File: config.mk
export PLATFORM = sky130hd
export DESIGN_NAME = mem_stage
export DESIGN_NICKNAME = d
export VERILOG_FILES = /design/src/rtl/mem_stage.sv
export SDC_FILE = /design/constraint.sdc
export NUM_CORES = 1
export LEC_CHECK = 0
export CAP_MARGIN = 20
export CORE_AREA = 2 2 155 111
export DETAILED_ROUTE_END_ITERATION = 8
export DIE_AREA = 0 0 157 113
export GPL_ROUTABILITY_DRIVEN = 0
export GPL_TIMING_DRIVEN = 0
export HOLD_SLACK_MARGIN = 0.12
export PLACE_DENSITY = 0.8
export SETUP_SLACK_MARGIN = 0.4
export SYNTH_ARGS = -nofsm -noshare
export SYNTH_HDL_FRONTEND = slang
export SYNTH_SLANG_ARGS = --single-unit
File: constraint.sdc
create_clock -name clk -period 2 [get_ports clk]
set_input_delay 0.3 -clock clk [delete_from_list [all_inputs] [get_ports clk]]
set_output_delay 0.3 -clock clk [all_outputs]
set_load 0.02 [all_outputs]
File: src/rtl/mem_stage.sv
// Pipeline memory stage: loads/stores over a req/gnt/rvalid bus with byte-lane steering and extension.
// Optional alignment trap is built when MEM_STAGE_MISALIGN_CHK_EN is defined.
module mem_stage #(
   parameter int unsigned DMEM_AW = 32
) (
   input  logic               clk,
   input  logic               rst_n,
   input  logic               in_valid,
   input  logic               flush,
   input  logic [3:0]         op_type,
   input  logic [4:0]         op_spec,
   input  logic [4:0]         rd_ind,
   input  logic [31:0]        rd_dat,
   input  logic [31:0]        mem_addr,
   input  logic [31:0]        mem_dat,
   input  logic               mem_read_en,
   input  logic               mem_write_en,
   output logic               stall_out,
   output logic               dmem_req,
   output logic               dmem_we,
   output logic [DMEM_AW-1:0] dmem_addr,
   output logic [3:0]         dmem_be,
   output logic [31:0]        dmem_wdata,
   input  logic               dmem_gnt,
   input  logic               dmem_rvalid,
   input  logic [31:0]        dmem_rdata,
   output logic               valid_out,
   output logic [4:0]         rd_ind_out,
   output logic [31:0]        rd_dat_out,
   output logic               rd_we_out,
   output logic               misalign_out
);
   localparam int unsigned XLEN = 32;

   localparam logic [3:0] OP_ALU = 4'd0;
   localparam logic [3:0] OP_MEM = 4'd1;
   localparam logic [3:0] OP_JMP = 4'd3;
   localparam logic [3:0] OP_UI  = 4'd4;

   localparam logic [2:0] LB = 3'd0, LH = 3'd1, LW = 3'd2, LBU = 3'd3;
   localparam logic [2:0] LHU = 3'd4, SB = 3'd5, SH = 3'd6, SW = 3'd7;

   typedef enum logic [1:0] {S_IDLE, S_REQ, S_WAIT} state_e;

   state_e              state_q;
   logic                req_q, we_q;
   logic [DMEM_AW-1:0]  addr_q;
   logic [3:0]          be_q;
   logic [XLEN-1:0]     wdata_q;
   logic                valid_q, rd_we_q, misalign_q;
   logic [4:0]          rd_ind_q, pend_rd_q;
   logic [XLEN-1:0]     rd_dat_q;
   logic [2:0]          spec_q;
   logic [1:0]          off_q;

   logic                is_mem_c, wb_en_c, misalign_c;
   logic [1:0]          off_c;
   logic [3:0]          be_c;
   logic [XLEN-1:0]     wdata_c, sel_c, load_c;
   logic                unused_c;

   assign is_mem_c = (op_type == OP_MEM) && (op_spec <= 5'd7);
   assign wb_en_c  = ((op_type == OP_ALU) || (op_type == OP_JMP) || (op_type == OP_UI))
                     && (rd_ind != 5'd0);
   // Bus direction comes from mem_write_en alone; the read strobe is redundant here.
   assign unused_c = mem_read_en;

   // Lane offset, byte enables and replicated write data for the incoming op.
   always_comb begin
      off_c   = 2'b00;
      be_c    = 4'b1111;
      wdata_c = '0;
      case (op_spec[2:0])
         LB, LBU: off_c = mem_addr[1:0];
         LH, LHU: off_c = {mem_addr[1], 1'b0};
         SB: begin
            off_c   = mem_addr[1:0];
            be_c    = 4'b0001 << mem_addr[1:0];
            wdata_c = {4{mem_dat[7:0]}};
         end
         SH: begin
            off_c   = {mem_addr[1], 1'b0};
            be_c    = mem_addr[1] ? 4'b1100 : 4'b0011;
            wdata_c = {2{mem_dat[15:0]}};
         end
         SW:      wdata_c = mem_dat;
         default: ;
      endcase
   end

`ifdef MEM_STAGE_MISALIGN_CHK_EN
   always_comb begin
      misalign_c = 1'b0;
      case (op_spec[2:0])
         LH, LHU, SH: misalign_c = mem_addr[0];
         LW, SW:      misalign_c = |mem_addr[1:0];
         default:     ;
      endcase
   end
`else
   assign misalign_c = 1'b0;
`endif

   // Right-align the addressed lane, then sign/zero extend.
   always_comb begin
      sel_c  = dmem_rdata >> {off_q, 3'b000};
      load_c = sel_c;
      case (spec_q)
         LB:      load_c = {{24{sel_c[7]}}, sel_c[7:0]};
         LH:      load_c = {{16{sel_c[15]}}, sel_c[15:0]};
         LBU:     load_c = {24'h0, sel_c[7:0]};
         LHU:     load_c = {16'h0, sel_c[15:0]};
         default: ;
      endcase
   end

   always_ff @(posedge clk or negedge rst_n) begin
      if (!rst_n) begin
         state_q    <= S_IDLE;
         req_q      <= 1'b0;
         we_q       <= 1'b0;
         addr_q     <= '0;
         be_q       <= '0;
         wdata_q    <= '0;
         valid_q    <= 1'b0;
         rd_we_q    <= 1'b0;
         misalign_q <= 1'b0;
         rd_ind_q   <= '0;
         rd_dat_q   <= '0;
         pend_rd_q  <= '0;
         spec_q     <= '0;
         off_q      <= '0;
      end else begin
         valid_q    <= 1'b0;
         rd_we_q    <= 1'b0;
         misalign_q <= 1'b0;
         case (state_q)
            S_IDLE: begin
               if (in_valid && !flush) begin
                  if (!is_mem_c) begin
                     valid_q  <= 1'b1;
                     rd_ind_q <= rd_ind;
                     rd_dat_q <= rd_dat;
                     rd_we_q  <= wb_en_c;
                  end else if (misalign_c) begin
                     valid_q    <= 1'b1;
                     misalign_q <= 1'b1;
                     rd_ind_q   <= rd_ind;
                  end else begin
                     spec_q    <= op_spec[2:0];
                     pend_rd_q <= rd_ind;
                     off_q     <= off_c;
                     req_q     <= 1'b1;
                     we_q      <= mem_write_en;
                     addr_q    <= DMEM_AW'({mem_addr[31:2], 2'b00});
                     be_q      <= be_c;
                     wdata_q   <= wdata_c;
                     state_q   <= S_REQ;
                  end
               end
            end
            S_REQ: begin
               if (dmem_gnt) begin
                  req_q <= 1'b0;
                  if (we_q) begin
                     valid_q  <= 1'b1;
                     rd_ind_q <= pend_rd_q;
                     state_q  <= S_IDLE;
                  end else begin
                     state_q <= S_WAIT;
                  end
               end
            end
            S_WAIT: begin
               if (dmem_rvalid) begin
                  valid_q  <= 1'b1;
                  rd_ind_q <= pend_rd_q;
                  rd_dat_q <= load_c;
                  rd_we_q  <= (pend_rd_q != 5'd0);
                  state_q  <= S_IDLE;
               end
            end
            default: state_q <= S_IDLE;
         endcase
      end
   end

   assign stall_out    = (state_q != S_IDLE);
   assign dmem_req     = req_q;
   assign dmem_we      = we_q;
   assign dmem_addr    = addr_q;
   assign dmem_be      = be_q;
   assign dmem_wdata   = wdata_q;
   assign valid_out    = valid_q;
   assign rd_ind_out   = rd_ind_q;
   assign rd_dat_out   = rd_dat_q;
   assign rd_we_out    = rd_we_q;
   assign misalign_out = misalign_q;

endmodule
==> summary.txt <==
Floorplanning
  – Initial Utilization: 0.3862
  – Die W: 157 µm
  – Rows: 39
  – Core ar.: 16150 µm²
  – Full die area: 17740 µm²
  – I/O pin cnt: 261
  – Chip height: 113 µm

Global route
  – GR Util All Layers: 0.2617
  – Largest net degree at the start of global routing: 64
  – First-pass GRT wire length: 35.51 mm
  – Vias in the first global route: 6345
  – Initial antenna violation count: 0
  – Total congestion overflow: 0

Outcome
  – Status: complete, but fails checks
  – Failing checks: setup timing

Clock tree
  – Clock root cell: clkbuf_16
  – Inserted Clock Buffers: 17
  – Num Clock Sinks: 119
  – H-tree levels: 4
  – TritonCTS clock tree: built
  – Worst-path clk slew: 0.06 ns
  – Max Root-Sink Buffers: 2
  – Worst skew pair latency: 0.42 ns

Timing
  – Period minus WS final: 2.003 ns
  – Worst-Margin Slew: 0.6914 ns
  – Fin Setup TNS: -0.003432 ns
  – Final Skew: 0.009639 ns
  – Final Max Slew Viols: 0
  – Slew Limit Headroom: 0.5365
  – # setup viols final: 1
  – Fin crit share: 1.002
  – Fin. Hold Viols: 0
  – RSZ-0062 raised after global routing: yes
  – Fmax: 499.1 MHz
  – PnR worst setup slack: -0.003432 ns

Logic synthesis
  – Multiplexer area fraction after synthesis: 0.1815
  – Top FF cell, synth: dfrtp_1
  – Yosys warns: 0
  – Synth Area per Inst: 10.96 µm²
  – Largest family of logic cells by synthesized area: compound AO/OA/AOI/OAI gates
  – Synth cell types: 46
  – FF+latch count, synth: 119
  – Adder-cell share of the synthesized area: 0.008022
  – Synth area leader: dfrtp_1
  – Post-Synth Simple-Gate Area: 0.08644
  – Top post-synthesis cells by area: dfrtp_1 48%, mux2_2 10%, mux2i_1 7.9%
  – Most frequent cell after synthesis: dfrtp_1
  – Synth Cell Area: 6238 µm²
  – Post-synthesis xor/xnor area fraction: 0.004212
  – FFs w/ async S/R, synth: 1.000
  – Number of synthesized flops with an enable pin: 0
  – Mapped Cells: 569
  – Post-synth top cells: 119 x dfrtp_1, 57 x mux2_2, 49 x mux2i_1, 35 x o21ai_0, 27 x nand2_1
  – Compound-Gate Fraction of Synth Area: 0.1925
  – Register area share after synthesis: 0.4773
  – Area fraction of the dominant cell type after synthesis: 0.4773

Detailed routing
  – Drt drc: 0
  – Total Wirelength: 24.34 mm
  – DR WL/cell: 21.37 µm
  – Routed vias/inst: 5.482
  – Via count: 6244
  – Detailed router's first-iteration violation count: 429
  – Drt first pass iters: 5
  – Antenna Nets Post-Route: 0

Setup path
  – Arrival time at the worst endpoint: 2.28 ns
  – Crit path max fanout: 9
  – Setup Crit Path Kind: reg2reg
  – Critical Path RT: 2.28 ns
  – Kind of end point of the critical path: flop
  – Startpoint Class: flop

Finish
  – Fin nets: 1057
  – Fraction of layout cells with a size suffix above 1: 0.3140
  – Fin cells: 1139
  – Util after Layout: 0.6987
  – ANT cells: 0
  – Area Growth Syn to Fin: 80.89%

Flow run
  – # Max-Cap Violations: 0

Worst hold path
  – Hold Crit Class: in2reg

Placement
  – Final HPWL DP: 15.93 mm
  – Port bufs: 255
  – Placed insts: 1052

Pwr
  – LEAKAGE: 5.389 nW
  – Max VDD drop: 0.5922 mV
  – Pwr/cell area: 977.7 nW/µm²
per-layer routing:
metal	vias up	wire [µm]	global-route usage
li1	2819	-	-
met3	45	2152	0.08847
met5	-	0	0
met1	3063	10780	0.3567
met2	317	10980	0.3985
met4	0	435	0.07217
worst max-delay path, stage by stage (launching register included):
cell      delay, ns
dfrtp_2        0.45
inv_2          0.09
ha_4           0.18
nand3b_1       0.13
a21o_1         0.18
buf_6          0.12
buf_4          0.18
a221oi_1       0.42
a221oi_2       0.11
sequential cells by signal, summed over array words and instances (netlist names):
register and count:
dmem_req 1, dmem_addr 30, valid_out 1, rd_we_out 1, pend_rd_q 5, rd_ind_out 5, dmem_be 4, dmem_wdata 32
rd_dat_out 32, off_q 2, spec_q 3, dmem_we 1, state_q 2
layout make-up:
cell class | count | area [µm²]
buffer | 51 | 546.8
clock buffer | 18 | 439.2
clock inverter | 12 | 177.7
fill | 1161 | 4867
inverter | 16 | 65.06
multi-input combinational | 385 | 3615
sequential | 119 | 2979
tap | 225 | 281.5
timing repair buffer | 313 | 3181
what timing repair did:
item,4_1_cts,5_1_grt
resized for setup,248,147
setup endpoints to repair,226,119
hold endpoints to repair,56,0
hold buffers,1,0
pin swaps,25,47
gates cloned,9,4
setup buffers,33,10
stage by stage:
stage	cell area [µm²]	setup slack [ns]	hold WS, ns	total power [mW]
finish	11280	-0.003432	0.3520	11.03
global route	11280	-0.1071	0.3459	11.51
CTS	10580	0.07287	0.3207	10.48
detailed placement	9166	-0.5167	0.3026	7.072
global placement	9138	-4.208	0.4638	6.991
floorplan	6304	0.09056	0.004409	5.296
final timing paths:
kind / depth (start not counted) / slack (ns) / startpoint / end
setup / recovery: 8 / -0.003 / state_q[1] / rd_dat_out[30]
hold / removal: 2 / 0.35 / op_type[3] / rd_we_out
setup reg to reg: 8 / -0.003 / state_q[1] / rd_dat_out[30]
hold reg to reg: 2 / 0.47 / dmem_wdata[13] / dmem_wdata[13]
max in group asynchronous: 3 / 0.89 / rst_n / dmem_addr[18]
min in group asynchronous: 2 / 0.39 / rst_n / dmem_addr[2]
logic make-up (layout without fill, tap and decap cells):
logic type,Yosys count,count (layout)
xor gates and xnor gates,3,3
adders and majority gates,4,4
and+or+nand+nor,108,108
AOI/OAI and AO/OA,161,161
muxes,106,106
buffers and inverters,67,410
other,1,3
DFF,119,119
power breakdown:
group / total (mW) / internal [mW] / switching [mW]
combinational: 4.58 / 2.22 / 2.36
sequential: 3.19 / 2.89 / 0.297
clock: 3.26 / 2.10 / 1.16
total: 11.0 / 7.21 / 3.82
layout by cell type, fill, tap and decap left out, types with 5 or more instances in the layout:
cell type / Yosys / layout
nand2_1: 27 / 18
nand2_4: 0 / 6
clkbuf_2: 0 / 8
mux2_4: 0 / 44
nor3_2: 1 / 7
a22oi_1: 24 / 24
nor3_1: 18 / 12
buf_6: 3 / 24
nor2_1: 19 / 18
inv_1: 16 / 13
buf_16: 0 / 5
a22o_1: 18 / 18
buf_8: 0 / 7
o2bb2ai_1: 7 / 7
dfrtp_1: 119 / 118
a21oi_1: 24 / 23
buf_2: 15 / 7
a221oi_2: 7 / 11
nor2b_1: 6 / 5
buf_12: 0 / 11
mux2_2: 57 / 13
o21ai_0: 35 / 7
clkdlybuf4s50_1: 0 / 142
o31ai_2: 1 / 12
nand3_1: 25 / 22
clkbuf_16: 0 / 27
o21ai_2: 0 / 25
mux2i_1: 49 / 48
buf_4: 4 / 28
a221oi_1: 17 / 10
dlygate4sd2_1: 0 / 111
Note: power is estimated with default switching activity, not from simulation.
==> RTL edit 1: new RTL, same flow settings <==
Add a define of `MEM_STAGE_MISALIGN_CHK_EN`.
--- a/src/rtl/mem_stage.sv
+++ b/src/rtl/mem_stage.sv
@@ -2,2 +2,4 @@
 // Optional alignment trap is built when MEM_STAGE_MISALIGN_CHK_EN is defined.
+`define MEM_STAGE_MISALIGN_CHK_EN
+
 module mem_stage #(
Behaviour: not the same (Yosys sat finds a counterexample within 4 cycles, from zero or initial values and one cycle with rst_n low).
==> RTL edit 1 against the unedited design <==
Wire length is 0.46% lower. Core utilization is 1.1 points lower. Largest cell class unchanged. Global-route usage is 0.86 points higher. Setup slack better by 0.078 ns. Total power is 2.1% lower. Critical path type unchanged. Final area is 1.5% lower. Area after synthesis is 1.9% lower. Sequential cell count is 1 higher. Hold slack worse by 0.097 ns.
==> RTL edit 1: results (changes against the unedited design) <==
Outcome:
- The run finished with clean final reports.

Synthesis:
- By area the synthesized netlist is led by sky130_fd_sc_hd__dfrtp_1 49%, sky130_fd_sc_hd__mux2_2 8.7%, sky130_fd_sc_hd__o21ai_0 6.5%.
- The sequential-to-total area share from yosys stat is 49.08% (+1.3 points).
- The synthesized-area fraction occupied by adder cells is 0.8180% (+0.016 points).
- The number of unique standard cell types used by synthesis was 45 (-2.2%).
- The synthesized area per cell is 10.21 µm² (-6.8%).
- The flop and latch count out of synthesis is 120 (+0.84%).
- The compound-gate portion of the synthesized area is 18.59% (-0.66 points).
- After synthesis, the most frequently instantiated cells are 120 x sky130_fd_sc_hd__dfrtp_1, 96 x sky130_fd_sc_hd__nand2_1, 79 x sky130_fd_sc_hd__o21ai_0.
- The post-synthesis xor/xnor area fraction is 0.2863% (-0.13 points).

Cells and area:
- The buffer share of cell area is 33.47% (+0.44 points).
- The fraction of final layout cells with drive strength greater than 1 is 35.73% (+4.3 points).
- The number of signal-net inverters in the final layout is 7 (-9).
- The count of antenna diodes in the layout was 1 (+1).
- The multi-input combinational gate total is 427 (+11%).

Detailed routing:
- The final routed wirelength across all metal layers came to 24,230 µm (-0.46%).
- The detailed-route wire length per cell is 20.68 µm (-3.3%).
- The total met3 wirelength after detailed routing is 2428 µm (+13%).
- The met2 layer wire length in the routed design was 11,330 µm (+3.2%).
- The initial DRC count came to 361 (-16%).

Min path:
- The cell count of the worst hold path is 4 (+2).
- The startpoint of the worst hold path is op_type[1].

Global routing:
- The number of global-route vias before repair is 6,536 (+3.0%).
- The global-route met2 utilization is 42.40% (+2.5 points).
- The first-pass GRT wire length is 36,550 µm (+2.9%).

Worst setup path:
- The endpoint identified for the worst register-to-register timing path is dmem_addr[11].
- Broken down by cell family, the worst path's largest delay share belongs to buffers and inverters.
- The data arrival time at the worst-slack endpoint came to 2.22 ns (-0.06 ns).
- The worst reg-to-reg path cell count is 10 (+2).

Placement:
- The post-DP HPWL is 16,090 µm (+0.99%).
- The worst setup slack after placement is -0.8448 ns (-0.3281 ns).

Timing:
- The worst clock skew on the final layout is 0.01017 ns (+0.0005265 ns).
- The worst-margin pin slew is 0.5488 ns (-0.1427 ns).

Power and ir drop:
- The maximum vdd ir drop came to 0.6213 mV (+4.9%).
- The net switching share of the total power is 35.71% (+1.1 points).
- The areal power density over the cells is 971.7 mW/mm² (-0.61%).
[RTL edit 1: cell types whose count changed after synthesis, sizes merged, moves of 10 or more]
| cell | delta |
|---|---|
| nand3 | -24 |
| o21ai | +44 |
| nand2 | +69 |
| nor3 | -14 |
| o31ai | -14 |
| a221oi | -23 |
| mux2i | -30 |
| nor2b | +10 |
| nor2 | +10 |
[RTL edit 1: what timing repair did]
| item | 4_1_cts | 5_1_grt |
|---|---|---|
| cloned | 13 | 3 |
| resized for setup | 310 | 121 |
| pin swaps | 62 | 34 |
| setup buffers | 32 | 9 |
| endpoints found under the hold margin | 53 | 0 |
| hold buffers | 2 | 0 |
| endpoints found under the setup margin | 228 | 119 |
[RTL edit 1: cells by family after synthesis]
family,after synthesis
xor+xnor,2
compound gates,178
fa+ha+maj,4
other cells,1
mux,82
flops,120
simple gates,159
buf+inv,53
==> RTL edit 2: new RTL, same flow settings <==
Without the edit above. Remove the case item `SB` of the case on `op_spec[2:0]`.
--- a/src/rtl/mem_stage.sv
+++ b/src/rtl/mem_stage.sv
@@ -75,7 +75,2 @@
          LH, LHU: off_c = {mem_addr[1], 1'b0};
-         SB: begin
-            off_c   = mem_addr[1:0];
-            be_c    = 4'b0001 << mem_addr[1:0];
-            wdata_c = {4{mem_dat[7:0]}};
-         end
          SH: begin
Function: changed (a bounded check fails within 4 cycles, from zero or initial values and one cycle with rst_n low).
==> RTL edit 2 against the unedited design <==
The flow still finishes with violations (setup timing). Wire length fell by 3.9%. Area after synthesis shrank 3.3%. Critical path depth is 1 higher. Clock power decreased by 4%. Count of clock-buffer cells in the layout decreased by 1. Via count fell by 4.5%. Sequential power shrank 1%. Sequential cell count is 2 lower. Synthesized cell count fell by 3.3%. Global-route usage fell by 0.45 points. Total power down 1.3%. Setup slack worse by 0.20 ns. Final area down 1.6%. Critical path type unchanged.
==> RTL edit 2: results (changes against the unedited design) <==
Outcome:
- The flow ran to the end, but the final reports show violations.
- The checks that failed: setup timing.

Placement:
- The post-DP HPWL came to 15,250 µm (-4.3%).
- The area of placed instances is 0.008990 mm² (-1.9%).
- The worst setup slack after placement is -0.4962 ns (+0.02047 ns).
- The instance count after placement with tap cells included came to 1,033 (-1.8%).

Min path:
- The startpoint identified for the worst hold timing path is op_spec[0].

Detailed routing:
- The post-detailed-route via-to-cell ratio is 5.323 (-2.9%).
- The initial DRC count came to 417 (-2.8%).
- The detailed-route wire length per cell was 20.89 µm (-2.3%).
- The total number of vias came to 5,962 (-4.5%).

Synthesis:
- The gate count after technology mapping came to 550 (-3.3%).
- By area the synthesized netlist is led by sky130_fd_sc_hd__dfrtp_1 49%, sky130_fd_sc_hd__mux2i_1 9.5%, sky130_fd_sc_hd__mux2_4 7.0%.
- By count the netlist is led by 117 x sky130_fd_sc_hd__dfrtp_1, 59 x sky130_fd_sc_hd__nand2_1, 57 x sky130_fd_sc_hd__mux2i_1.
- The synthesized-area fraction occupied by adder cells is 0.8294% (+0.027 points).
- The compound-gate portion of the synthesized area is 14.12% (-5.1 points).
- The number of unique standard cell types used by synthesis was 39 (-15%).
- The sequential-to-total area share from yosys stat is 48.52% (+0.78 points).
- The mux cell area share after synthesis is 20.34% (+2.2 points).
- The post-synthesis xor/xnor area fraction was 0.2903% (-0.13 points).

Power and ir drop:
- The total design power is 10.89 mW (-1.3%).
- The power in the clock group was 3.13 mW (-4%).
- The power attributed to sequential cells was 3.15 mW (-1%).
- The internal power summed over all cells is 6.999 mW (-3.0%).
- The maximum vdd ir drop is 0.5131 mV (-13%).
- The static leakage power was 5.287 nW (-1.9%).

Timing:
- The accumulated negative setup slack came to -12.45 ns (-12.45 ns).
- The worst-margin pin slew came to 0.8276 ns (+0.1362 ns).
- The final setup violation count is 113 (+112).
- The setup slack of the critical path after layout came to -0.2051 ns (-0.2017 ns).
- The worst clock skew on the final layout came to 0.008325 ns (-0.001314 ns).

Clock tree:
- Clock tree synthesis selected as its root buffer the cell sky130_fd_sc_hd__clkbuf_16.
- The number of buffers inserted to repair setup after CTS is 29 (-12%).
- The post-cts repair resize count is 297 (+20%).

Worst setup path:
- The highest cell delay on the worst timing path was 0.53 ns (+0.08 ns).
- On the critical path, the stage with the largest delay is an instance of sky130_fd_sc_hd__a221oi_1.
- The data arrival time at the worst-slack endpoint is 2.47 ns (+0.19 ns).

Global routing:
- The first-pass GRT wire length is 34,810 µm (-2.0%).
- The number of global-route vias before repair was 6,118 (-3.6%).
- The overall fraction of global-route tracks in use is 25.72% (-0.45 points).
- The pin count of the biggest net entering global routing was 72 (+13%).

Cells and area:
- The fraction of final layout cells with drive strength greater than 1 is 31.96% (+0.55 points).
[RTL edit 2: cell types whose count changed after synthesis, moves of 4 or more]
cell	before	now
sky130_fd_sc_hd__a21oi_1	24	4
sky130_fd_sc_hd__a221oi_1	17	24
sky130_fd_sc_hd__a221oi_2	7	1
sky130_fd_sc_hd__a22o_1	18	1
sky130_fd_sc_hd__a22oi_1	24	10
sky130_fd_sc_hd__mux2_2	57	21
sky130_fd_sc_hd__mux2_4	0	28
sky130_fd_sc_hd__mux2i_1	49	57
sky130_fd_sc_hd__nand2_1	27	59
sky130_fd_sc_hd__o21ai_0	35	31
sky130_fd_sc_hd__o31ai_1	16	33
[RTL edit 2: area by class of cell]
type / instances / area [µm²]
Fill cell: 1201 / 5044
Multi-Input combinational cell: 371 / 3487
Timing Repair Buffer: 311 / 3227
Sequential cell: 117 / 2928
Buffer: 50 / 535.5
Clock buffer: 17 / 425.4
Tap cell: 225 / 281.5
Clock inverter: 15 / 167.7
Inverter: 14 / 56.30
[RTL edit 2: path summary, 6_finish.rpt]
path | to | slack, ns | depth (start not counted)
max | rd_dat_out[29] | -0.21 | 9
max in group asynchronous | dmem_wdata[2] | 0.89 | 3
min | off_q[0] | 0.32 | 4
min reg2reg | dmem_wdata[27] | 0.49 | 2
min in group asynchronous | dmem_we | 0.39 | 2
max reg2reg | rd_dat_out[29] | -0.21 | 9
[RTL edit 2: routing by layer]
metal | up-vias | track usage, % | wire length, µm
li1 | 2689 | - | -
met1 | 2951 | 35.90 | 10460
met2 | 289 | 40.18 | 10860
met3 | 33 | 6.281 | 1668
met4 | 0 | 6.728 | 405
met5 | - | 0 | 0
